$ cat config.mk
export PLATFORM = sky130hd
export DESIGN_NAME = i2c_codec_sequencer_flat
export DESIGN_NICKNAME = d
export VERILOG_FILES = /design/src/rtl/i2c_codec_sequencer_if.sv /design/src/rtl/i2c_codec_sequencer.sv /design/src/flat_wrapper.sv
export SDC_FILE = /design/constraint.sdc
export NUM_CORES = 1
export LEC_CHECK = 0
export BUFFER_PORTS_ARGS = -buffer_cell sky130_fd_sc_hd__buf_2
export CORE_MARGIN = 3
export CORE_UTILIZATION = 50
export DETAILED_ROUTE_END_ITERATION = 8
export GPL_TIMING_DRIVEN = 0
export PLACE_DENSITY = 0.75
export SYNTH_ARGS = -nofsm -noshare
export SYNTH_HDL_FRONTEND = slang
export SYNTH_SLANG_ARGS = --single-unit
$ cat constraint.sdc
create_clock -name mclk_in -period 2.45 [get_ports mclk_in]
set_input_delay 0.245 -clock mclk_in [delete_from_list [all_inputs] [get_ports mclk_in]]
set_output_delay 0.245 -clock mclk_in [all_outputs]
set_load 0.01 [all_outputs]
$ cat src/rtl/i2c_codec_sequencer_if.sv
// Host / I2C-master side signals of the codec configuration sequencer.
// The sequencer takes the master modport; a host or test model takes slave.
interface i2c_codec_sequencer_if;
    logic        reinit_in;
    logic [15:0] cmd_in;
    logic        cmd_valid_in;
    logic        cmd_ready_out;
    logic        i2c_ready_in;
    logic [15:0] i2c_command_out;
    logic        i2c_load_out;
    logic        init_done_out;
    logic        busy_out;
    logic        error_out;
    logic [3:0]  init_index_out;

    modport master (
        input  reinit_in, cmd_in, cmd_valid_in, i2c_ready_in,
        output cmd_ready_out, i2c_command_out, i2c_load_out,
               init_done_out, busy_out, error_out, init_index_out
    );

    modport slave (
        output reinit_in, cmd_in, cmd_valid_in, i2c_ready_in,
        input  cmd_ready_out, i2c_command_out, i2c_load_out,
               init_done_out, busy_out, error_out, init_index_out
    );
endinterface

$ cat src/rtl/i2c_codec_sequencer.sv
// Codec configuration sequencer: after a startup delay it walks an 11-entry
// register table through the I2C master, then forwards single host writes.
// Every transaction is supervised by a timeout; timeouts are recorded in a
// sticky error flag and the sequence simply moves on.
module i2c_codec_sequencer #(
    parameter int STARTUP_DELAY = 1024,
    parameter int TIMEOUT       = 4095,
    parameter int CNT_W         = 12
) (
    input logic                   mclk_in,
    input logic                   rst_n_in,
    i2c_codec_sequencer_if.master bus
);

    localparam logic [CNT_W-1:0] START_LAST = CNT_W'(STARTUP_DELAY - 1);
    localparam logic [CNT_W-1:0] TMO        = CNT_W'(TIMEOUT);
    localparam logic [3:0]       LAST_IDX   = 4'd10;

    typedef enum logic [2:0] {
        ST_STARTUP,
        ST_ISSUE,
        ST_WAIT_BUSY,
        ST_WAIT_DONE,
        ST_IDLE
    } state_e;

    typedef enum logic {
        SRC_INIT,
        SRC_HOST
    } src_e;

    // Fixed codec register table, {reg[6:0], data[8:0]} per entry.
    function automatic logic [15:0] init_entry(input logic [3:0] idx);
        case (idx)
            4'd0:    return 16'h1E00;
            4'd1:    return 16'h0C10;
            4'd2:    return 16'h0017;
            4'd3:    return 16'h0217;
            4'd4:    return 16'h0479;
            4'd5:    return 16'h0679;
            4'd6:    return 16'h0812;
            4'd7:    return 16'h0A00;
            4'd8:    return 16'h0E02;
            4'd9:    return 16'h1000;
            4'd10:   return 16'h1201;
            default: return 16'h0000;
        endcase
    endfunction

    // The shared counter sticks at all-ones instead of wrapping.
    function automatic logic [CNT_W-1:0] sat_inc(input logic [CNT_W-1:0] v);
        return (&v) ? v : v + CNT_W'(1);
    endfunction

    state_e            state_q, state_d;
    src_e              src_q, src_d;
    logic [CNT_W-1:0]  cnt_q, cnt_d;
    logic [3:0]        idx_q, idx_d;
    logic [15:0]       host_cmd_q, host_cmd_d;
    logic [15:0]       cmd_q, cmd_d;
    logic              load_q, load_d;
    logic              done_q, done_d;
    logic              err_q, err_d;
    logic              busy_q, busy_d;
    logic              complete;
    logic              timed_out;
    logic              cmd_ready;

    // Host requests are only taken in IDLE with the master free; reinit has priority.
    assign cmd_ready = (state_q == ST_IDLE) && bus.i2c_ready_in && !bus.reinit_in;

    // Next-state and next-output computation for the whole sequencer.
    always_comb begin
        state_d    = state_q;
        src_d      = src_q;
        cnt_d      = cnt_q;
        idx_d      = idx_q;
        host_cmd_d = host_cmd_q;
        cmd_d      = cmd_q;
        load_d     = 1'b0;
        done_d     = done_q;
        err_d      = err_q;
        complete   = 1'b0;
        timed_out  = 1'b0;

        case (state_q)
            ST_STARTUP: begin
                if (cnt_q == START_LAST) begin
                    cnt_d   = '0;
                    src_d   = SRC_INIT;
                    state_d = ST_ISSUE;
                end else begin
                    cnt_d = sat_inc(cnt_q);
                end
            end
            ST_ISSUE: begin
                cnt_d = '0;
                if (bus.i2c_ready_in) begin
                    load_d  = 1'b1;
                    cmd_d   = (src_q == SRC_INIT) ? init_entry(idx_q) : host_cmd_q;
                    state_d = ST_WAIT_BUSY;
                end
            end
            ST_WAIT_BUSY: begin
                cnt_d = sat_inc(cnt_q);
                if (!bus.i2c_ready_in) begin
                    state_d = ST_WAIT_DONE;
                end else if (cnt_q >= TMO) begin
                    complete  = 1'b1;
                    timed_out = 1'b1;
                end
            end
            ST_WAIT_DONE: begin
                cnt_d = sat_inc(cnt_q);
                if (bus.i2c_ready_in) begin
                    complete = 1'b1;
                end else if (cnt_q >= TMO) begin
                    complete  = 1'b1;
                    timed_out = 1'b1;
                end
            end
            ST_IDLE: begin
                if (bus.reinit_in) begin
                    done_d  = 1'b0;
                    err_d   = 1'b0;
                    idx_d   = '0;
                    src_d   = SRC_INIT;
                    state_d = ST_ISSUE;
                end else if (bus.cmd_valid_in && cmd_ready) begin
                    host_cmd_d = bus.cmd_in;
                    src_d      = SRC_HOST;
                    state_d    = ST_ISSUE;
                end
            end
            default: state_d = ST_STARTUP;
        endcase

        // A timed-out transaction finishes exactly like a successful one.
        if (complete) begin
            if (timed_out) begin
                err_d = 1'b1;
            end
            if (src_q == SRC_HOST) begin
                state_d = ST_IDLE;
            end else if (idx_q == LAST_IDX) begin
                done_d  = 1'b1;
                state_d = ST_IDLE;
            end else begin
                idx_d   = idx_q + 4'd1;
                state_d = ST_ISSUE;
            end
        end

        busy_d = (state_d != ST_IDLE);
    end

    // State and registered outputs; the latched host word is plain data and not reset.
    always_ff @(posedge mclk_in) begin
        host_cmd_q <= host_cmd_d;
        if (!rst_n_in) begin
            state_q <= ST_STARTUP;
            src_q   <= SRC_INIT;
            cnt_q   <= '0;
            idx_q   <= '0;
            cmd_q   <= '0;
            load_q  <= 1'b0;
            done_q  <= 1'b0;
            err_q   <= 1'b0;
            busy_q  <= 1'b1;
        end else begin
            state_q <= state_d;
            src_q   <= src_d;
            cnt_q   <= cnt_d;
            idx_q   <= idx_d;
            cmd_q   <= cmd_d;
            load_q  <= load_d;
            done_q  <= done_d;
            err_q   <= err_d;
            busy_q  <= busy_d;
        end
    end

    assign bus.cmd_ready_out   = cmd_ready;
    assign bus.i2c_command_out = cmd_q;
    assign bus.i2c_load_out    = load_q;
    assign bus.init_done_out   = done_q;
    assign bus.busy_out        = busy_q;
    assign bus.error_out       = err_q;
    assign bus.init_index_out  = idx_q;

endmodule

$ cat src/flat_wrapper.sv
// flat-port wrapper written by rule: the top's interface ports become plain ports
module i2c_codec_sequencer_flat 
#(
    parameter int STARTUP_DELAY = 1024,
    parameter int TIMEOUT       = 4095,
    parameter int CNT_W         = 12
)
  (mclk_in, rst_n_in, bus_reinit_in, bus_cmd_in, bus_cmd_valid_in, bus_i2c_ready_in, bus_cmd_ready_out, bus_i2c_command_out, bus_i2c_load_out, bus_init_done_out, bus_busy_out, bus_error_out, bus_init_index_out);
  i2c_codec_sequencer_if bus_i ();
  input logic mclk_in;
  input logic rst_n_in;
  input wire logic [$bits(bus_i.reinit_in)-1:0] bus_reinit_in;
  input wire logic [$bits(bus_i.cmd_in)-1:0] bus_cmd_in;
  input wire logic [$bits(bus_i.cmd_valid_in)-1:0] bus_cmd_valid_in;
  input wire logic [$bits(bus_i.i2c_ready_in)-1:0] bus_i2c_ready_in;
  output wire logic [$bits(bus_i.cmd_ready_out)-1:0] bus_cmd_ready_out;
  output wire logic [$bits(bus_i.i2c_command_out)-1:0] bus_i2c_command_out;
  output wire logic [$bits(bus_i.i2c_load_out)-1:0] bus_i2c_load_out;
  output wire logic [$bits(bus_i.init_done_out)-1:0] bus_init_done_out;
  output wire logic [$bits(bus_i.busy_out)-1:0] bus_busy_out;
  output wire logic [$bits(bus_i.error_out)-1:0] bus_error_out;
  output wire logic [$bits(bus_i.init_index_out)-1:0] bus_init_index_out;
  assign bus_i.reinit_in = bus_reinit_in;
  assign bus_i.cmd_in = bus_cmd_in;
  assign bus_i.cmd_valid_in = bus_cmd_valid_in;
  assign bus_i.i2c_ready_in = bus_i2c_ready_in;
  assign bus_cmd_ready_out = bus_i.cmd_ready_out;
  assign bus_i2c_command_out = bus_i.i2c_command_out;
  assign bus_i2c_load_out = bus_i.i2c_load_out;
  assign bus_init_done_out = bus_i.init_done_out;
  assign bus_busy_out = bus_i.busy_out;
  assign bus_error_out = bus_i.error_out;
  assign bus_init_index_out = bus_i.init_index_out;
  i2c_codec_sequencer #(.STARTUP_DELAY(STARTUP_DELAY), .TIMEOUT(TIMEOUT), .CNT_W(CNT_W)) u_core (.mclk_in(mclk_in), .rst_n_in(rst_n_in), .bus(bus_i));
endmodule
==> flow_summary.yaml <==
clock_network:
  clock_insertion_delay_worst_skew_ps: 340
  path_clk_slew_ps: 70
  numClockSinks: 65
  clockBufferDepth: 2
  htree_levels: 3
  cts_tree: "done"
  cts_buffers: 9
  cts_root_buffer: "clkbuf_8"
timing:
  final_hold_viol_count: 0
  finalCritPeriodShare_pct: 98.3
  fin_crit_ps: 2410
  tightest_slew_ps: 627
  max-slew-margin-rel_pct: 58.0
  drv_slew: 0
  fin_skew_ps: 7.30
  setup_viol: 0
  max_freq_mhz: 415
  rsz0062_at_grt: "true"
  setup_ws_ps: 42.6
die:
  fp-row-count: 26
  initial_core_util_pct: 53.9
  dieWidth_microns: 81.9
  core-area_sq_um: 5340
  die-area_sq_um: 6700
  pin_count: 46
  die_h_microns: 81.9
power_and_ir_drop:
  pwr_density_cell_nw_per_um2: 593
  p_leak_nw: 1.61
  power_mw: 2.17
  irDropWorstVdd_mv: 0.383
place:
  gp_congestion: 0.844
  pre_cts_ws_ps: -361
  dp.final_hpwl_microns: 4320
  portBuffers: 45
synthesis:
  yosysTopAreaCell: "dfxtp_1"
  syn_inst: 281
  yosys-top-cells-area: "dfxtp_1, edfxtp_1, nand2_1"
  ys.flop_type: "dfxtp_1"
  yosys_register_bits: 65
  synth_cell_types: 57
  async_flop_share_pct: 0
  yosysSeqAreaShare_pct: 50.8
  post_synth.cell_area_avg_sq_um: 10.2
  syn_area_sq_um: 2880
  yosys_warnings: 0
  synth_edf_count: 16
  syn-num-nets: 308
  synth_top_area_share_pct: 34.1
route:
  wl_per_cell_microns: 15.4
  ant_nets: 0
  dr.pass1.iters: 4
  viasPerCell: 5.50
  wl_microns: 6590
  vias: 2348
  drc: 0
  drt_iter0_drc: 158
critical_path:
  worstPathRequired_ps: 2680
  critical_path.max_fanout: 8
  cp.arrival_ps: 2640
  r2r_cells: 12
  reg2reg_from: "u_core.cnt_q[1]"
  cp-startpoint: "u_core.cnt_q[1]"
  critical_path_class: "flip-flop to flip-flop"
  start_kind: "flip-flop"
  reg2reg_slack_ps: 40
  crit_path_end_kind: "flip-flop"
finish:
  drive_above_1_share_pct: 31.4
  diodes: 0
  area_growth_pct: 26.9
  fillCellCount: 422
  final_common_cell: "buf_2"
  final_net_count: 379
  final_cell_mix: "buf_2, dfxtp_1, nand2_1"
grt:
  grt_pass1_wl_microns: 10400
  track_usage_pct: 20.9
  grt_max_degree: 17
  grt_pass1_vias: 2179
  overflow: 0
  antenna_found_initial: 0
min_path:
  hp-class: "input pin to flip-flop"
run_status:
  status: "finished, final reports clean"
job:
  drv_cap: 0
-- power by group --
group	internal [mW]	leakage (nW)	switching (mW)
logic	0.0342	0.960	0.0326
registers	1.10	0.542	0.00682
clock network	0.601	0.108	0.389
-- cell usage after synthesis, types with 6 or more instances --
library cell and number:
a21oi_1 17, and3_1 7, ha_1 6, nand4_1 9, nand3_1 11, clkbuf_1 8
a21boi_0 6, o211a_1 11, nor2_1 13, nand2_1 31, inv_1 8, mux2i_1 11
o21ai_0 10, edfxtp_1 16, dfxtp_1 49
-- stage by stage --
| stage | cells | TNS [ps] | hold WS (ps) | area, sq um | utilization [%] |
|---|---|---|---|---|---|
| CTS | 420 | 0 | 61.5 | 3540 | 66.3 |
| detailed placement | 396 | -3980 | 423 | 3200 | 59.9 |
| finish | 427 | 0 | 75.2 | 3650 | 68.5 |
| floorplan | 281 | 0 | 344 | 2890 | - |
| global route | 427 | -105 | 54.8 | 3650 | 68.5 |
| global placement | 396 | -3390 | 421 | 3200 | 59.9 |
-- worst min-delay path by stage --
stage	start	end	slack [ps]	cells past startpoint
2_1_floorplan	bus_cmd_in[0]	u_core.host_cmd_q[0]	340	0
3_3_place_gp	bus_cmd_in[11]	u_core.host_cmd_q[11]	420	1
3_5_place_dp	bus_cmd_in[11]	u_core.host_cmd_q[11]	420	1
4_1_cts	bus_cmd_in[3]	u_core.host_cmd_q[3]	60	1
5_1_grt	bus_cmd_in[0]	u_core.host_cmd_q[0]	50	1
6_report	bus_cmd_in[1]	u_core.host_cmd_q[1]	80	1
-- logic make-up after synthesis --
kind of cell	share of synthesized area, %
AO/OA/AOI/OAI	16.5
XOR/XNOR	1.83
adder cells (fa/ha/maj)	2.61
buffers and inverters	3.91
flip-flops	50.8
multiplexers	4.30
AND/OR/NAND/NOR	20.0
-- routing by layer --
metal  global-route usage [%]  vias to the layer above  part of all wire, %
met5                        0                        -                    0
met4                     6.98                        0                  1.1
met3                     6.58                        9                  6.0
met2                     31.7                       62                   47
met1                     28.1                     1116                   46
li1                         -                     1161                    -
-- final cells by class --
cell class | instances | area, sq um | area share (%)
plain buffers | 14 | 85.1 | 2.33
clock buffers | 13 | 149 | 4.08
clock inverters | 3 | 65.1 | 1.78
inverters | 9 | 33.8 | 0.925
multi-input cells | 192 | 1410 | 38.5
flip-flops and latches | 65 | 1470 | 40.3
well taps | 70 | 87.6 | 2.40
repair buffers | 61 | 353 | 9.66
-- worst max-delay path, cell delays in order (launching register included) --
cell	delay (ps)
dfxtp_4	360
ha_4	180
and3_4	180
buf_6	130
a41oi_4	280
nor3b_4	70
buf_6	140
buf_4	140
o22ai_4	150
and2_4	190
buf_8	120
nor2_4	50
a311o_1	310
-- repair_timing --
action,CTS,global route
setup endpoints to repair,28,28
setup buffers,8,8
pin swaps,2,4
resized for setup,12,18
hold buffers,0,0
No activity file was read; power rests on OpenSTA's default activity.
